## src/rtl/regfile_wb_arbiter_pkg.sv

```systemverilog
// Shared constants and request record for the register-file writeback arbiter.
package regfile_pkg;
  localparam int DW       = 32;
  localparam int AW       = 5;
  localparam int NREGS    = 32;
  localparam int REG_ZERO = 0;

  typedef struct packed {
    logic [AW-1:0] dst;
    logic [DW-1:0] data;
  } wb_req_t;
endpackage

```

## src/rtl/regfile_wb_arbiter_if.sv

```systemverilog
// Writeback requester bus, reservation port and register-file write port bundle.
interface regfile_wb_arbiter_if #(
  parameter int NREQ = 3,
  parameter int DW   = 32,
  parameter int AW   = 5
);
  logic [NREQ-1:0]    req_valid;
  logic [NREQ-1:0]    req_ready;
  logic [NREQ*AW-1:0] req_dst;
  logic [NREQ*DW-1:0] req_data;
  logic               rsv_valid;
  logic [AW-1:0]      rsv_reg;
  logic               rf_we;
  logic [AW-1:0]      rf_waddr;
  logic [DW-1:0]      rf_wdata;
  logic [2**AW-1:0]   busy;
  logic               rsv_conflict;

  modport slave (
    input  req_valid, req_dst, req_data, rsv_valid, rsv_reg,
    output req_ready, rf_we, rf_waddr, rf_wdata, busy, rsv_conflict
  );

  modport master (
    output req_valid, req_dst, req_data, rsv_valid, rsv_reg,
    input  req_ready, rf_we, rf_waddr, rf_wdata, busy, rsv_conflict
  );
endinterface

```

## src/rtl/regfile_wb_arbiter_rr_arbiter.sv

```systemverilog
// One-hot grant arbiter; round-robin after i_ptr by default, lowest-index-wins
// when REGFILE_WB_ARB_FIXED_PRIO_EN is defined.
module rr_arbiter #(
  parameter int NREQ = 3,
  parameter int PW   = $clog2(NREQ)
) (
  input  logic [NREQ-1:0] i_req,
`ifndef REGFILE_WB_ARB_FIXED_PRIO_EN
  input  logic [PW-1:0]   i_ptr,
`endif
  output logic [NREQ-1:0] o_grant
);

`ifdef REGFILE_WB_ARB_FIXED_PRIO_EN
  always_comb begin
    o_grant = '0;
    for (int j = NREQ - 1; j >= 0; j--) begin
      if (i_req[j]) begin
        o_grant    = '0;
        o_grant[j] = 1'b1;
      end
    end
  end
`else
  logic w_found;

  // Two passes: indices above the last winner first, then wrap to the rest.
  always_comb begin
    o_grant = '0;
    w_found = 1'b0;
    for (int j = 0; j < NREQ; j++) begin
      if (!w_found && i_req[j] && (j > int'(i_ptr))) begin
        o_grant[j] = 1'b1;
        w_found    = 1'b1;
      end
    end
    for (int j = 0; j < NREQ; j++) begin
      if (!w_found && i_req[j] && (j <= int'(i_ptr))) begin
        o_grant[j] = 1'b1;
        w_found    = 1'b1;
      end
    end
  end
`endif

endmodule

```

## src/rtl/regfile_wb_arbiter.sv

```systemverilog
// Register-file writeback arbiter with busy scoreboard.
// Define REGFILE_WB_ARB_FIXED_PRIO_EN for fixed (lowest-index) priority.
module regfile_wb_arbiter
  import regfile_pkg::*;
#(
  parameter int NREQ = 3,
  parameter int DW   = regfile_pkg::DW,
  parameter int AW   = regfile_pkg::AW
) (
  input  logic                 clk,
  input  logic                 rst,
  regfile_wb_arbiter_if.slave  io_wb
);

  localparam int NR = 2**AW;
  localparam int PW = $clog2(NREQ);

  logic [NREQ-1:0] w_arb_grant;
  logic [NREQ-1:0] w_grant;
  logic            w_hs;
  wb_req_t         w_sel;

  logic            r_we;
  logic [AW-1:0]   r_waddr;
  logic [DW-1:0]   r_wdata;
  logic [NR-1:0]   r_busy;
  logic            r_conflict;

  logic [NR-1:0]   w_set_vec;
  logic [NR-1:0]   w_clr_vec;
  logic [NR-1:0]   w_busy_nxt;
  logic            w_rsv_ok;
  logic            w_conflict;

`ifdef REGFILE_WB_ARB_FIXED_PRIO_EN
  rr_arbiter #(.NREQ(NREQ), .PW(PW)) u_arb (
    .i_req   (io_wb.req_valid),
    .o_grant (w_arb_grant)
  );
`else
  logic [PW-1:0] r_rr_ptr;
  logic [PW-1:0] w_idx;

  rr_arbiter #(.NREQ(NREQ), .PW(PW)) u_arb (
    .i_req   (io_wb.req_valid),
    .i_ptr   (r_rr_ptr),
    .o_grant (w_arb_grant)
  );

  always_comb begin
    w_idx = '0;
    for (int j = 0; j < NREQ; j++) begin
      if (w_grant[j]) w_idx = PW'(j);
    end
  end

  always_ff @(posedge clk or posedge rst) begin
    if (rst)       r_rr_ptr <= PW'(NREQ - 1);
    else if (w_hs) r_rr_ptr <= w_idx;
  end
`endif

  // Grants are suppressed while reset is held so nothing is acknowledged then.
  assign w_grant = rst ? '0 : w_arb_grant;
  assign w_hs    = |(w_grant & io_wb.req_valid);

  always_comb begin
    w_sel = '0;
    for (int j = 0; j < NREQ; j++) begin
      if (w_grant[j]) begin
        w_sel.dst  = io_wb.req_dst[j*AW +: AW];
        w_sel.data = io_wb.req_data[j*DW +: DW];
      end
    end
  end

  // Write port stage: one registered write per accepted request.
  always_ff @(posedge clk or posedge rst) begin
    if (rst) begin
      r_we    <= 1'b0;
      r_waddr <= '0;
      r_wdata <= '0;
    end else if (w_hs) begin
      r_we    <= (w_sel.dst != AW'(REG_ZERO));
      r_waddr <= w_sel.dst;
      r_wdata <= w_sel.data;
    end else begin
      r_we    <= 1'b0;
    end
  end

  assign w_rsv_ok = io_wb.rsv_valid && (io_wb.rsv_reg != AW'(REG_ZERO));

  // Set after clear so a new reservation wins over the retiring write.
  always_comb begin
    w_set_vec = '0;
    w_clr_vec = '0;
    if (w_rsv_ok) w_set_vec[io_wb.rsv_reg] = 1'b1;
    if (r_we)     w_clr_vec[r_waddr]       = 1'b1;
    w_busy_nxt    = (r_busy & ~w_clr_vec) | w_set_vec;
    w_busy_nxt[0] = 1'b0;
  end

  assign w_conflict = w_rsv_ok && r_busy[io_wb.rsv_reg] &&
                      !(r_we && (r_waddr == io_wb.rsv_reg));

  // Scoreboard stage
  always_ff @(posedge clk or posedge rst) begin
    if (rst) begin
      r_busy     <= '0;
      r_conflict <= 1'b0;
    end else begin
      r_busy     <= w_busy_nxt;
      r_conflict <= w_conflict;
    end
  end

  assign io_wb.req_ready    = w_grant;
  assign io_wb.rf_we        = r_we;
  assign io_wb.rf_waddr     = r_waddr;
  assign io_wb.rf_wdata     = r_wdata;
  assign io_wb.busy         = r_busy;
  assign io_wb.rsv_conflict = r_conflict;

endmodule
```

## src/flat_wrapper.sv

```systemverilog
// flat-port wrapper written by rule: the top's interface ports become plain ports
module regfile_wb_arbiter_flat import regfile_pkg::*;
#(
  parameter int NREQ = 3,
  parameter int DW   = regfile_pkg::DW,
  parameter int AW   = regfile_pkg::AW
)
  (clk, rst, io_wb_req_valid, io_wb_req_dst, io_wb_req_data, io_wb_rsv_valid, io_wb_rsv_reg, io_wb_req_ready, io_wb_rf_we, io_wb_rf_waddr, io_wb_rf_wdata, io_wb_busy, io_wb_rsv_conflict);
  regfile_wb_arbiter_if #(.NREQ(NREQ), .DW(DW), .AW(AW)) io_wb_i ();
  input  logic clk;
  input  logic rst;
  input wire logic [$bits(io_wb_i.req_valid)-1:0] io_wb_req_valid;
  input wire logic [$bits(io_wb_i.req_dst)-1:0] io_wb_req_dst;
  input wire logic [$bits(io_wb_i.req_data)-1:0] io_wb_req_data;
  input wire logic [$bits(io_wb_i.rsv_valid)-1:0] io_wb_rsv_valid;
  input wire logic [$bits(io_wb_i.rsv_reg)-1:0] io_wb_rsv_reg;
  output wire logic [$bits(io_wb_i.req_ready)-1:0] io_wb_req_ready;
  output wire logic [$bits(io_wb_i.rf_we)-1:0] io_wb_rf_we;
  output wire logic [$bits(io_wb_i.rf_waddr)-1:0] io_wb_rf_waddr;
  output wire logic [$bits(io_wb_i.rf_wdata)-1:0] io_wb_rf_wdata;
  output wire logic [$bits(io_wb_i.busy)-1:0] io_wb_busy;
  output wire logic [$bits(io_wb_i.rsv_conflict)-1:0] io_wb_rsv_conflict;
  assign io_wb_i.req_valid = io_wb_req_valid;
  assign io_wb_i.req_dst = io_wb_req_dst;
  assign io_wb_i.req_data = io_wb_req_data;
  assign io_wb_i.rsv_valid = io_wb_rsv_valid;
  assign io_wb_i.rsv_reg = io_wb_rsv_reg;
  assign io_wb_req_ready = io_wb_i.req_ready;
  assign io_wb_rf_we = io_wb_i.rf_we;
  assign io_wb_rf_waddr = io_wb_i.rf_waddr;
  assign io_wb_rf_wdata = io_wb_i.rf_wdata;
  assign io_wb_busy = io_wb_i.busy;
  assign io_wb_rsv_conflict = io_wb_i.rsv_conflict;
  regfile_wb_arbiter #(.NREQ(NREQ), .DW(DW), .AW(AW)) u_core (.clk(clk), .rst(rst), .io_wb(io_wb_i));
endmodule
```

## config.mk

```make
export PLATFORM = sky130hd
export DESIGN_NAME = regfile_wb_arbiter_flat
export DESIGN_NICKNAME = d
export VERILOG_FILES = /design/src/rtl/regfile_wb_arbiter_pkg.sv /design/src/rtl/regfile_wb_arbiter_if.sv /design/src/rtl/regfile_wb_arbiter_rr_arbiter.sv /design/src/rtl/regfile_wb_arbiter.sv /design/src/flat_wrapper.sv
export SDC_FILE = /design/constraint.sdc
export NUM_CORES = 1
export LEC_CHECK = 0
export CELL_PAD_IN_SITES_DETAIL_PLACEMENT = 0
export CELL_PAD_IN_SITES_GLOBAL_PLACEMENT = 1
export CORE_MARGIN = 10
export CORE_UTILIZATION = 28
export DETAILED_ROUTE_END_ITERATION = 12
export HOLD_SLACK_MARGIN = 0.08
export PLACE_DENSITY = 0.87
export SYNTH_ARGS = -nofsm -noshare
export SYNTH_HDL_FRONTEND = slang
export SYNTH_SLANG_ARGS = --single-unit
export TNS_END_PERCENT = 30
```

## constraint.sdc

```tcl
create_clock -name clk -period 3.6 [get_ports clk]
set_input_delay 0.54 -clock clk [delete_from_list [all_inputs] [get_ports clk]]
set_output_delay 0.54 -clock clk [all_outputs]
set_load 0.02 [all_outputs]
```

-- Word-level counts from Yosys, hierarchy flattened
Index checks and enable logic that the tools add are counted.
- register bits after elaboration: 72
- input port bits: 122
- logic and storage cells: 64
- magnitude comparators: 8
- equality and inequality tests: 1
- muxes and demuxes: 23
- bitwise operators: 4
- reductions and logical operators: 22
- operators with widths (cell ; number):
    $mux W37 ; 3
    $mux W32 ; 2
    $and A32 B32 Y32 ; 1
    $not A32 Y32 ; 1
    $or A32 B32 Y32 ; 1
    $logic_and A1 B1 Y1 ; 14
    $mux W1 ; 13
    $lt A5 B6 Y1 const B ; 2
    $demux W1 S5 ; 2
    $ge A5 B1 Y1 const B ; 2
    $reduce_bool A5 Y1 ; 2
    $bmux W1 S5 ; 1
    $eq A5 B5 Y1 ; 1
    $logic_not A1 Y1 ; 5
    $and A3 B3 Y3 ; 1
    $mux W3 ; 1
    $reduce_or A3 Y1 ; 1
    $gt A1 B2 Y1 const A ; 1
    $gt A2 B2 Y1 const A ; 1
    $le A1 B2 Y1 const A ; 1
    $le A2 B2 Y1 const A ; 1
    $mux W2 ; 1

-- Logic depth before layout (Yosys ltp)
Gate-level depths: netlist of the first run.
- word-level depth: 24
- depth in mapped cells: 7
- mapped depth without buffers: 5

-- Modules after synthesis
Synthesis of the first run repeated with hierarchy kept, for this count alone.
- cells, all modules: 396
- area total of the unflattened synthesis: 3827.4 µm²
- by module, submodules not included (module ; times used ; cells each ; area an instance (µm²) ; seq. area each (µm²)):
    regfile_wb_arbiter ; 1 ; 386 ; 3768.6 ; 1803.0
    rr_arbiter ; 1 ; 10 ; 58.8 ; 0.0

-- Worst setup path before layout of the first run
OpenSTA, ideal clock, no wires.
- path kind: input port to output port
- start: in rst
- end: out io_wb_req_ready[1]
- arrival: 2.823 ns
- required time: 3.060 ns
- setup slack: 0.237 ns
- stages: 3
- path buffers: 1
- path through: inv_1 -> o211a_1 -> clkbuf_1
- longest elaborated chain between the ends: 1
- RTL lines (element ; line ; source):
    start, declared ; flat_wrapper.sv:11 ; input logic rst;
    $mux W3 ; regfile_wb_arbiter.sv:64 ; assign w_grant = rst ? '0 : w_arb_grant;
    end, declared ; flat_wrapper.sv:17 ; output wire logic [$bits(io_wb_i.req_ready)-1:0] io_wb_req_ready;
No other way between the ends.

-- Worst setup path after layout of the first run
- start: in io_wb_req_valid[1]
- end: out io_wb_req_ready[0]
- longest elaborated chain between the ends: 10
- RTL lines (element ; line ; source):
    start, declared ; flat_wrapper.sv:12 ; input wire logic [$bits(io_wb_i.req_valid)-1:0] io_wb_req_valid;
    $logic_and A1 B1 Y1 * ; regfile_wb_arbiter_rr_arbiter.sv:32 ; if (!w_found && i_req[j] && (j > int'(i_ptr))) begin
    $mux W1 * ; regfile_wb_arbiter_rr_arbiter.sv:32 ;
    $logic_not A1 Y1 ; regfile_wb_arbiter_rr_arbiter.sv:32 ;
    $logic_and A1 B1 Y1 (2 in series) ; regfile_wb_arbiter_rr_arbiter.sv:32 ;
    $mux W1 * ; regfile_wb_arbiter_rr_arbiter.sv:32 ;
    $logic_not A1 Y1 * ; regfile_wb_arbiter_rr_arbiter.sv:38 ; if (!w_found && i_req[j] && (j <= int'(i_ptr))) begin
    $logic_and A1 B1 Y1 * ; regfile_wb_arbiter_rr_arbiter.sv:38 ;
    $mux W1 * ; regfile_wb_arbiter_rr_arbiter.sv:38 ;
    $mux W3 * ; regfile_wb_arbiter.sv:64 ;
Mark *: on every way between the ends. The rest lies on a longest branch, timed or not.

==> results.md, run 1 <==
- Setup violations remaining at the end of the flow were counted as 0.
- The count of buffers inserted at the top-level ports is 194.
- The number of global-route vias before repair is 4014.
- Setup repair after global routing left no endpoint under its margin.
- The number of DRC violations after detailed routing is 0.
- The share of the cycle needed by the critical path after routing is 77.4%.
- From bottom edge to top edge, the die measures 132 um.
- STA classifies the critical path startpoint as an input pin.
- The required time at the endpoint of the critical path is 3.06 ns.
- The register area share after synthesis is 51.1%.
- The total number of yosys warnings is 0.
- For this design the static power due to leakage is 2.42 nW.
- In this run the clock root is driven by a sky130_fd_sc_hd__clkbuf_16.
- At the later pin of the worst-skew pair, clock insertion delay measures 0.33 ns.
- The I/O pin total is 196.
- The clock buffer count from CTS is 9.
- The final period demand of the worst path is 2.78 ns.
- For this run, the detailed router's first-pass iteration total came to 7.
- The setup skew after layout is 0.00773 ns.
- The total nets after synthesis is 481.
- The wire length of the first global-routing pass is 22800 um.
- The highest fanout seen on the critical path is 4.
- Data arrives at the worst endpoint at 2.24 ns.
- The largest net degree at the start of global routing is 74.
- The post-detailed-route via-to-cell ratio is 5.25.
- Leaving out fill and tap cells, the most frequent cells in the layout are 194 x sky130_fd_sc_hd__clkdlybuf4s50_1, 79 x sky130_fd_sc_hd__nand2_1, 71 x sky130_fd_sc_hd__dfrtp_1.
- The hold violation total from the final report is 0.
- The total power per unit cell area is 632 mW/mm^2.
- The worst-case clock buffer depth is 2.
- In the final routed layout, each cell accounts on average for 20.6 um.
- The tightest min-delay check is of the reg2reg type.
- The combined area of all synthesized cells is 0.00353 sq mm.
- From synthesis to final layout, the design area changed by 67.9%.
- The flow ran to the end, and the final reports show no timing, DRC or antenna violations.
- The mean area per synthesized cell is 9.84 sq um.
- The number of inserted filler cells in the final layout is 1145.
- The total count of max-transition violations in the final report is 0.
- Buffers added to address setup during post-CTS repair amount to 0.
- The first routing iteration left 413 violations.
- Including well taps, the total number of placed cells is 699.
- The final sum of negative setup slack is 0 ns.
- The slew at the pin closest to its max-slew limit is 0.922 ns.
- The number of antenna diodes is 0.
- The number of cells in the finished layout apart from fillers is 715.
- The quantity of hold-fixing buffers added after cts is 0.
- The clock edge transition at the registers on the reported setup and hold paths is 0.05 ns.
- The global router's overall resource usage is 16.3%.
- The number of library cell types mapped by synthesis is 39.
- The weighted congestion at the end of routability-driven global placement is 0.831.
- Hold timing on the final database bottoms out at a slack of 0.471 ns.
- The total detailed-routing wirelength is 14700 um.
- The share of final-layout standard cells stronger than drive strength 1 is 5.85%.
- The HPWL after detailed placement is 11300 um.
- The number of placement rows is 40.
- The TritonCTS clock tree is yes.
- The clock tree synthesis step divided the H-tree into 3 levels.
- The most common cell after layout, fill and taps aside is sky130_fd_sc_hd__clkdlybuf4s50_1.
- The maximum ir drop on the vdd rail is 0.247 mV.
- The fmax is 359 MHz.
- Max-cap violations in this run came to 0.
- In this run the standard cell core region covers 0.0122 sq mm.
- The gate count after technology mapping is 359.
- The number of antenna violations at the first check in global routing was 0.
- The total number of vias is 3757.
- The worst setup path is captured at a primary output.
- In this run the tightest slew margin relative to its limit is 38.5%.
- The number of nets with antenna violations after detailed routing is 0.
- The floorplan step defined a die boundary enclosing 0.0175 sq mm.
- Gates resized during post-CTS repair numbered 0.
- The width of the die is 132 um.
- The clock sink count is 72.
- For this run, the post-layout net count is 664.
- The effective utilization at floorplan is 29.0%.
- In this run, synthesis produced a sequential element count of 72.
- The critical path is of the in2out type.
- The remaining global-route overflow is 0.
-- routing by layer --
metal  track usage [%]  vias to the layer above  share of wire [%]
met1              17.7                     1823                 38
met3              8.35                       11                 13
met2              27.4                      203                 48
met5                 0                        -                  0
met4              3.91                        0               0.88
li1                  -                     1720                  -
-- flip-flops by register name (all words and copies together) (netlist names) --
register,count
u_core.io_wb.busy,31
u_core.io_wb.rf_wdata,32
u_core.r_rr_ptr,2
u_core.io_wb.rf_we,1
u_core.io_wb.rsv_conflict,1
u_core.io_wb.rf_waddr,5
-- worst max-delay path, stage by stage --
cell,delay [ns]
sky130_fd_sc_hd__clkdlybuf4s50_1,0.51
sky130_fd_sc_hd__nand2b_1,0.16
sky130_fd_sc_hd__a21oi_1,0.09
sky130_fd_sc_hd__nor3b_2,0.26
sky130_fd_sc_hd__clkdlybuf4s50_1,0.68
-- per-stage QoR --
| step | utilization, % | instance area [sq um] | power, mW | worst slack, ns |
|---|---|---|---|---|
| floorplan | - | 3530 | 1.97 | 0.237 |
| global placement | 46.2 | 5620 | 2.82 | 0.838 |
| detailed placement | 46.2 | 5620 | 2.86 | 0.726 |
| CTS | 48.7 | 5930 | 3.79 | 0.810 |
| global route | 48.7 | 5930 | 3.95 | 0.751 |
| finish | 48.7 | 5930 | 3.75 | 0.815 |
-- cells in the mapped netlist --
| cell | number | share of area, % |
|---|---|---|
| sky130_fd_sc_hd__mux4_1 | 3 | 2.2 |
| sky130_fd_sc_hd__o221ai_1 | 1 | 0.25 |
| sky130_fd_sc_hd__mux2i_1 | 8 | 2.3 |
| sky130_fd_sc_hd__nor3b_1 | 1 | 0.21 |
| sky130_fd_sc_hd__buf_4 | 2 | 0.43 |
| sky130_fd_sc_hd__a221oi_1 | 1 | 0.25 |
| sky130_fd_sc_hd__xnor2_1 | 1 | 0.25 |
| sky130_fd_sc_hd__nor4_1 | 1 | 0.18 |
| sky130_fd_sc_hd__nor2_1 | 8 | 0.85 |
| sky130_fd_sc_hd__a2111oi_2 | 1 | 0.43 |
| sky130_fd_sc_hd__o31ai_1 | 1 | 0.21 |
| sky130_fd_sc_hd__o21ai_0 | 63 | 8.9 |
| sky130_fd_sc_hd__o22ai_1 | 2 | 0.35 |
| sky130_fd_sc_hd__o211ai_1 | 1 | 0.21 |
| sky130_fd_sc_hd__nor3_1 | 3 | 0.43 |
| sky130_fd_sc_hd__nand3_1 | 5 | 0.71 |
| sky130_fd_sc_hd__clkbuf_1 | 14 | 1.5 |
| sky130_fd_sc_hd__mux2_2 | 1 | 0.32 |
| sky130_fd_sc_hd__o211a_1 | 1 | 0.28 |
| sky130_fd_sc_hd__buf_6 | 1 | 0.32 |
| sky130_fd_sc_hd__or3b_2 | 4 | 0.99 |
| sky130_fd_sc_hd__a21o_1 | 2 | 0.43 |
| sky130_fd_sc_hd__o311ai_0 | 1 | 0.25 |
| sky130_fd_sc_hd__inv_1 | 5 | 0.53 |
| sky130_fd_sc_hd__nand3b_1 | 11 | 2.3 |
| sky130_fd_sc_hd__a222oi_1 | 37 | 10 |
| sky130_fd_sc_hd__a21oi_1 | 4 | 0.57 |
| sky130_fd_sc_hd__or3_1 | 4 | 0.71 |
| sky130_fd_sc_hd__dfrtp_1 | 71 | 50 |
| sky130_fd_sc_hd__nand2b_1 | 1 | 0.18 |
| sky130_fd_sc_hd__buf_2 | 11 | 1.6 |
| sky130_fd_sc_hd__a31oi_1 | 1 | 0.18 |
| sky130_fd_sc_hd__nor4b_1 | 1 | 0.25 |
| sky130_fd_sc_hd__nand2_1 | 79 | 8.4 |
| sky130_fd_sc_hd__conb_1 | 1 | 0.11 |
| sky130_fd_sc_hd__a211oi_1 | 1 | 0.21 |
| sky130_fd_sc_hd__xor2_1 | 4 | 0.99 |
| sky130_fd_sc_hd__nor2b_1 | 1 | 0.18 |
| sky130_fd_sc_hd__dfstp_2 | 1 | 0.74 |
-- logic make-up (layout without fill, tap and decap cells) --
group,count (synthesis),in the layout,synth area share (%)
muxes,12,12,4.82
DFF,72,72,51.1
xor gates and xnor gates,5,5,1.24
AOI/OAI and AO/OA,117,117,23.0
and+or+nand+nor,119,119,15.4
buffers and inverters,33,221,4.32
other,1,1,0.106
-- final cells by class --
type	count	area, sq um	share of cell area [%]
clock buffers	13	270	4.56
clock inverters	3	40.0	0.675
inverters	5	18.8	0.317
multi-input cells	254	1600	27.0
flip-flops and latches	72	1800	30.4
well taps	168	210	3.55
repair buffers	200	1990	33.5
-- report_power, final --
| part | total [mW] | switching [mW] | internal, mW |
|---|---|---|---|
| Combinational | 1.53 | 0.776 | 0.754 |
| Sequential | 1.30 | 0.224 | 1.07 |
| Clock | 0.923 | 0.332 | 0.591 |
| Total | 3.75 | 1.33 | 2.42 |
-- final timing paths --
kind / startpoint / cells past startpoint / end / slack [ns]
max in group asynchronous: rst / 3 / u_core.io_wb.busy[14] / 2.04
hold reg to reg: u_core.io_wb.rf_wdata[30] / 2 / u_core.io_wb.rf_wdata[30] / 0.47
hold / removal: u_core.io_wb.rf_wdata[30] / 2 / u_core.io_wb.rf_wdata[30] / 0.47
setup / recovery: io_wb_req_valid[1] / 5 / io_wb_req_ready[0] / 0.82
setup reg to reg: u_core.r_rr_ptr[1] / 5 / u_core.io_wb.rf_we / 1.69
min in group asynchronous: rst / 3 / u_core.io_wb.rf_wdata[14] / 0.96
No activity file was read; power rests on OpenSTA's default activity.
==> run 2, diff against run 1 <==
Settings changed: CORE_UTILIZATION 28 to 25, PLACE_DENSITY 0.87 to 0.82.
Clock period 3.6 ns to 2.5 ns, I/O delays scaled along.
==> run 2 against run 1 <==
Effect of this change:
- die area is 10% higher
- routed wire length increased by 1.8%
- critical path depth unchanged
- highest routed layer unchanged
- largest power group unchanged
- non-clock buffer count grew 6
- via count up 3.0%
- flip-flop and latch count did not move
- register-to-register slack got worse by 1.1 ns
- largest cell class unchanged
==> results.md, run 2 (synthesis gave the netlist of run 1 again) <==
- The run finished with clean final reports.
- TritonCTS built the clock tree.
- The fmax is 427 MHz.
- After clock tree synthesis, the clock-pin slew on the worst setup and hold paths is 0.05 ns.
- The number of global-route vias before repair is 4025.
- The multi-input combinational cell area is 0.00160 sq mm.
- The library cells used most frequently in the layout, excluding fill and tap cells, are 194 x sky130_fd_sc_hd__clkdlybuf4s50_1, 79 x sky130_fd_sc_hd__nand2_1, 71 x sky130_fd_sc_hd__dfrtp_1.
- The total power per unit cell area is 881 mW/mm^2.
- The region available for standard cell placement spans 0.0139 sq mm.
- The start-to-end type of the worst setup path is in2out.
- The clock reaches the later pin of the worst-skew pair after 0.33 ns.
- In this run the worst hold path is classified as reg2reg.
- From bottom edge to top edge, the die measures 139 um.
- The required time at the endpoint of the critical path is 2.12 ns.
- The leakage power total is 2.43 nW.
- After floorplanning, the core was divided into 43 placement rows.
- After global routing the overflow that remains totals 0.
- The register area is 0.00180 sq mm.
- Post-CTS repair changed the size of 0 cells.
- The nature of the critical path startpoint is an input pin.
- The power consumption is 5.25 mW.
- The critical path capture point type is a primary output.
- The worst hold path was traced through 2 stages.
- The floorplan die area is 0.0193 sq mm.
- The number of DRC violations after detailed routing is 0.
- Of all nets on the critical path, the largest fanout is 4.
- The end of the worst register-to-register path is u_core.io_wb.rf_we.
- The number of buffers inserted by post-CTS setup repair is 0.
- The count of maximum capacitance violations is 0.
- Counting I/O delays and the setup requirement, the final critical path takes 2.34 ns.
- The worst min-delay path endpoint is u_core.io_wb.rf_wdata[18].
- The total count of max-transition violations in the final report is 0.
- The number of nets with antenna violations after detailed routing is 0.
- The layout has 1360 filler cells.
- The slew at the pin closest to its max-slew limit is 0.925 ns.
- The clock sink count is 72.
- The count of cells along the worst register-to-register path is 7.
- The first global-routing pass estimated 23300 um of wire.
- The register with the most flip-flops in the layout has 32 of them.
- The worst path uses 93.6% of the clock period.
- After legalization and detailed placement, the total HPWL measured 11400 um.
- Prior to clock tree synthesis, the placed netlist has a worst setup slack of 0.0993 ns.
- The root buffer cell chosen for the clock tree is sky130_fd_sc_hd__clkbuf_16.
- Relative to the synthesized area, the layout overhead comes to 68.8%.
- The number of antenna violations at the first check in global routing is 0.
- Dividing the detail-routed wire length by the instance count gives 20.5 um.
- The count of buffers inserted at the top-level ports is 194.
- The count of final setup violators is 0.
- Across the routed clock network, the largest skew measured is 0.00500 ns.
- In this run the deepest clock path goes through 2 buffers.
- The I/O pin total is 196.
- Using the TritonRoute via totals, the vias-per-cell ratio works out to 5.28.
- The hold violation total from the final report is 0.
- The effective utilization at floorplan is 25.4%.
- Leaving out fill and tap cells, the most frequent cell in the layout is sky130_fd_sc_hd__clkdlybuf4s50_1.
- For this run, the post-layout net count is 670.
- IR analysis of the VDD net gives a maximum drop of 0.296 mV.
- The final design utilization is 42.9%.
- The quantity of hold-fixing buffers added after cts is 0.
- Buffers inserted during clock tree synthesis total 9.
- The width of the die is 139 um.
- The global router's overall resource usage is 15.0%.
- Of the cells placed in the final design, the portion with a size suffix greater than 1 is 6.69%.
- Summed over all failing endpoints, the final setup total negative slack is 0 ns.
- The number of antenna diodes is 0.
- The worst hold path begins at u_core.io_wb.rf_wdata[18].
- Routability-driven placement finished with a final weighted congestion of 0.849.
- Entering global routing, the biggest net connects 73 pins.
- The arrival time of data at the critical path endpoint is 1.96 ns.
- The routed layout has 3868 vias.
- For this block, the initial DRC count from the detailed router was 521.
- The setup slack of the critical path after layout is 0.160 ns.
- The H-tree depth is 3.
- The pre-antenna-repair detailed-routing pass consisted of 7 iterations.
- The total detailed-routing wirelength is 15000 um.
- The reg-to-reg setup timing slack is 0.63 ns.
- In this run the critical register-to-register path is launched from u_core.r_rr_ptr[1].
- Setup repair after global routing left no endpoint under its margin.
- The worst pin sits at a relative slew slack of 38.3%.
-- run 2: cell count changes in the layout (fill, tap and decap cells not counted) --
| cell | previous run | this run |
|---|---|---|
| sky130_fd_sc_hd__buf_12 | 0 | 1 |
| sky130_fd_sc_hd__buf_4 | 6 | 11 |
| sky130_fd_sc_hd__bufinv_16 | 1 | 0 |
| sky130_fd_sc_hd__clkbuf_1 | 1 | 2 |
| sky130_fd_sc_hd__clkbuf_8 | 3 | 1 |
| sky130_fd_sc_hd__clkinv_2 | 2 | 4 |
| sky130_fd_sc_hd__clkinvlp_4 | 0 | 1 |
| sky130_fd_sc_hd__inv_2 | 1 | 0 |
-- run 2: power breakdown --
| part | total (mW) | switching (mW) | internal, mW | leakage, nW |
|---|---|---|---|---|
| clock network | 1.16 | 0.466 | 0.692 | 0.136 |
| registers | 1.88 | 0.342 | 1.54 | 0.841 |
| logic | 2.21 | 1.11 | 1.10 | 1.45 |
-- run 2: cell type report --
| class | instances | share of cell area (%) |
|---|---|---|
| multi-input combinational | 254 | 26.8 |
| inverter | 5 | 0.378 |
| tap | 180 | 3.78 |
| sequential | 72 | 30.2 |
| timing repair buffer | 206 | 34.3 |
| clock inverter | 4 | 0.336 |
| clock buffer | 12 | 4.14 |
-- run 2: metrics by stage --
step / std cells / hold WS, ns / instance area, sq um
after floorplan: 359 / 0.464 / 3540
after global placement: 717 / 0.458 / 5690
after detailed placement: 717 / 0.463 / 5690
after CTS: 733 / 0.476 / 5960
after global routing: 733 / 0.501 / 5960
final: 733 / 0.469 / 5960
-- run 2: how the worst max path moves through the flow --
| stage | start | to |
|---|---|---|
| 6_report | io_wb_req_valid[0] | io_wb_req_ready[2] |
| 5_1_grt | io_wb_req_valid[0] | io_wb_req_ready[2] |
| 4_1_cts | io_wb_req_valid[0] | io_wb_req_ready[2] |
| 3_5_place_dp | io_wb_req_valid[0] | io_wb_req_ready[2] |
| 3_3_place_gp | io_wb_req_valid[2] | u_core.io_wb.rf_we |
| 2_1_floorplan | rst | u_core.io_wb.rf_we |
-- run 2: per-layer routing --
metal / GRT usage, % / up-vias / wire, um
met5: 0 / - / 0
met4: 5.77 / 0 / 240
met3: 7.36 / 16 / 2060
met2: 23.6 / 259 / 6990
met1: 17.1 / 1851 / 5720
li1: - / 1742 / -
-- run 2: worst max-delay path, stage by stage --
cell	delay (ns)
sky130_fd_sc_hd__clkdlybuf4s50_1	0.49
sky130_fd_sc_hd__nor2_1	0.14
sky130_fd_sc_hd__a21oi_1	0.06
sky130_fd_sc_hd__nor3_2	0.21
sky130_fd_sc_hd__clkdlybuf4s50_1	0.69
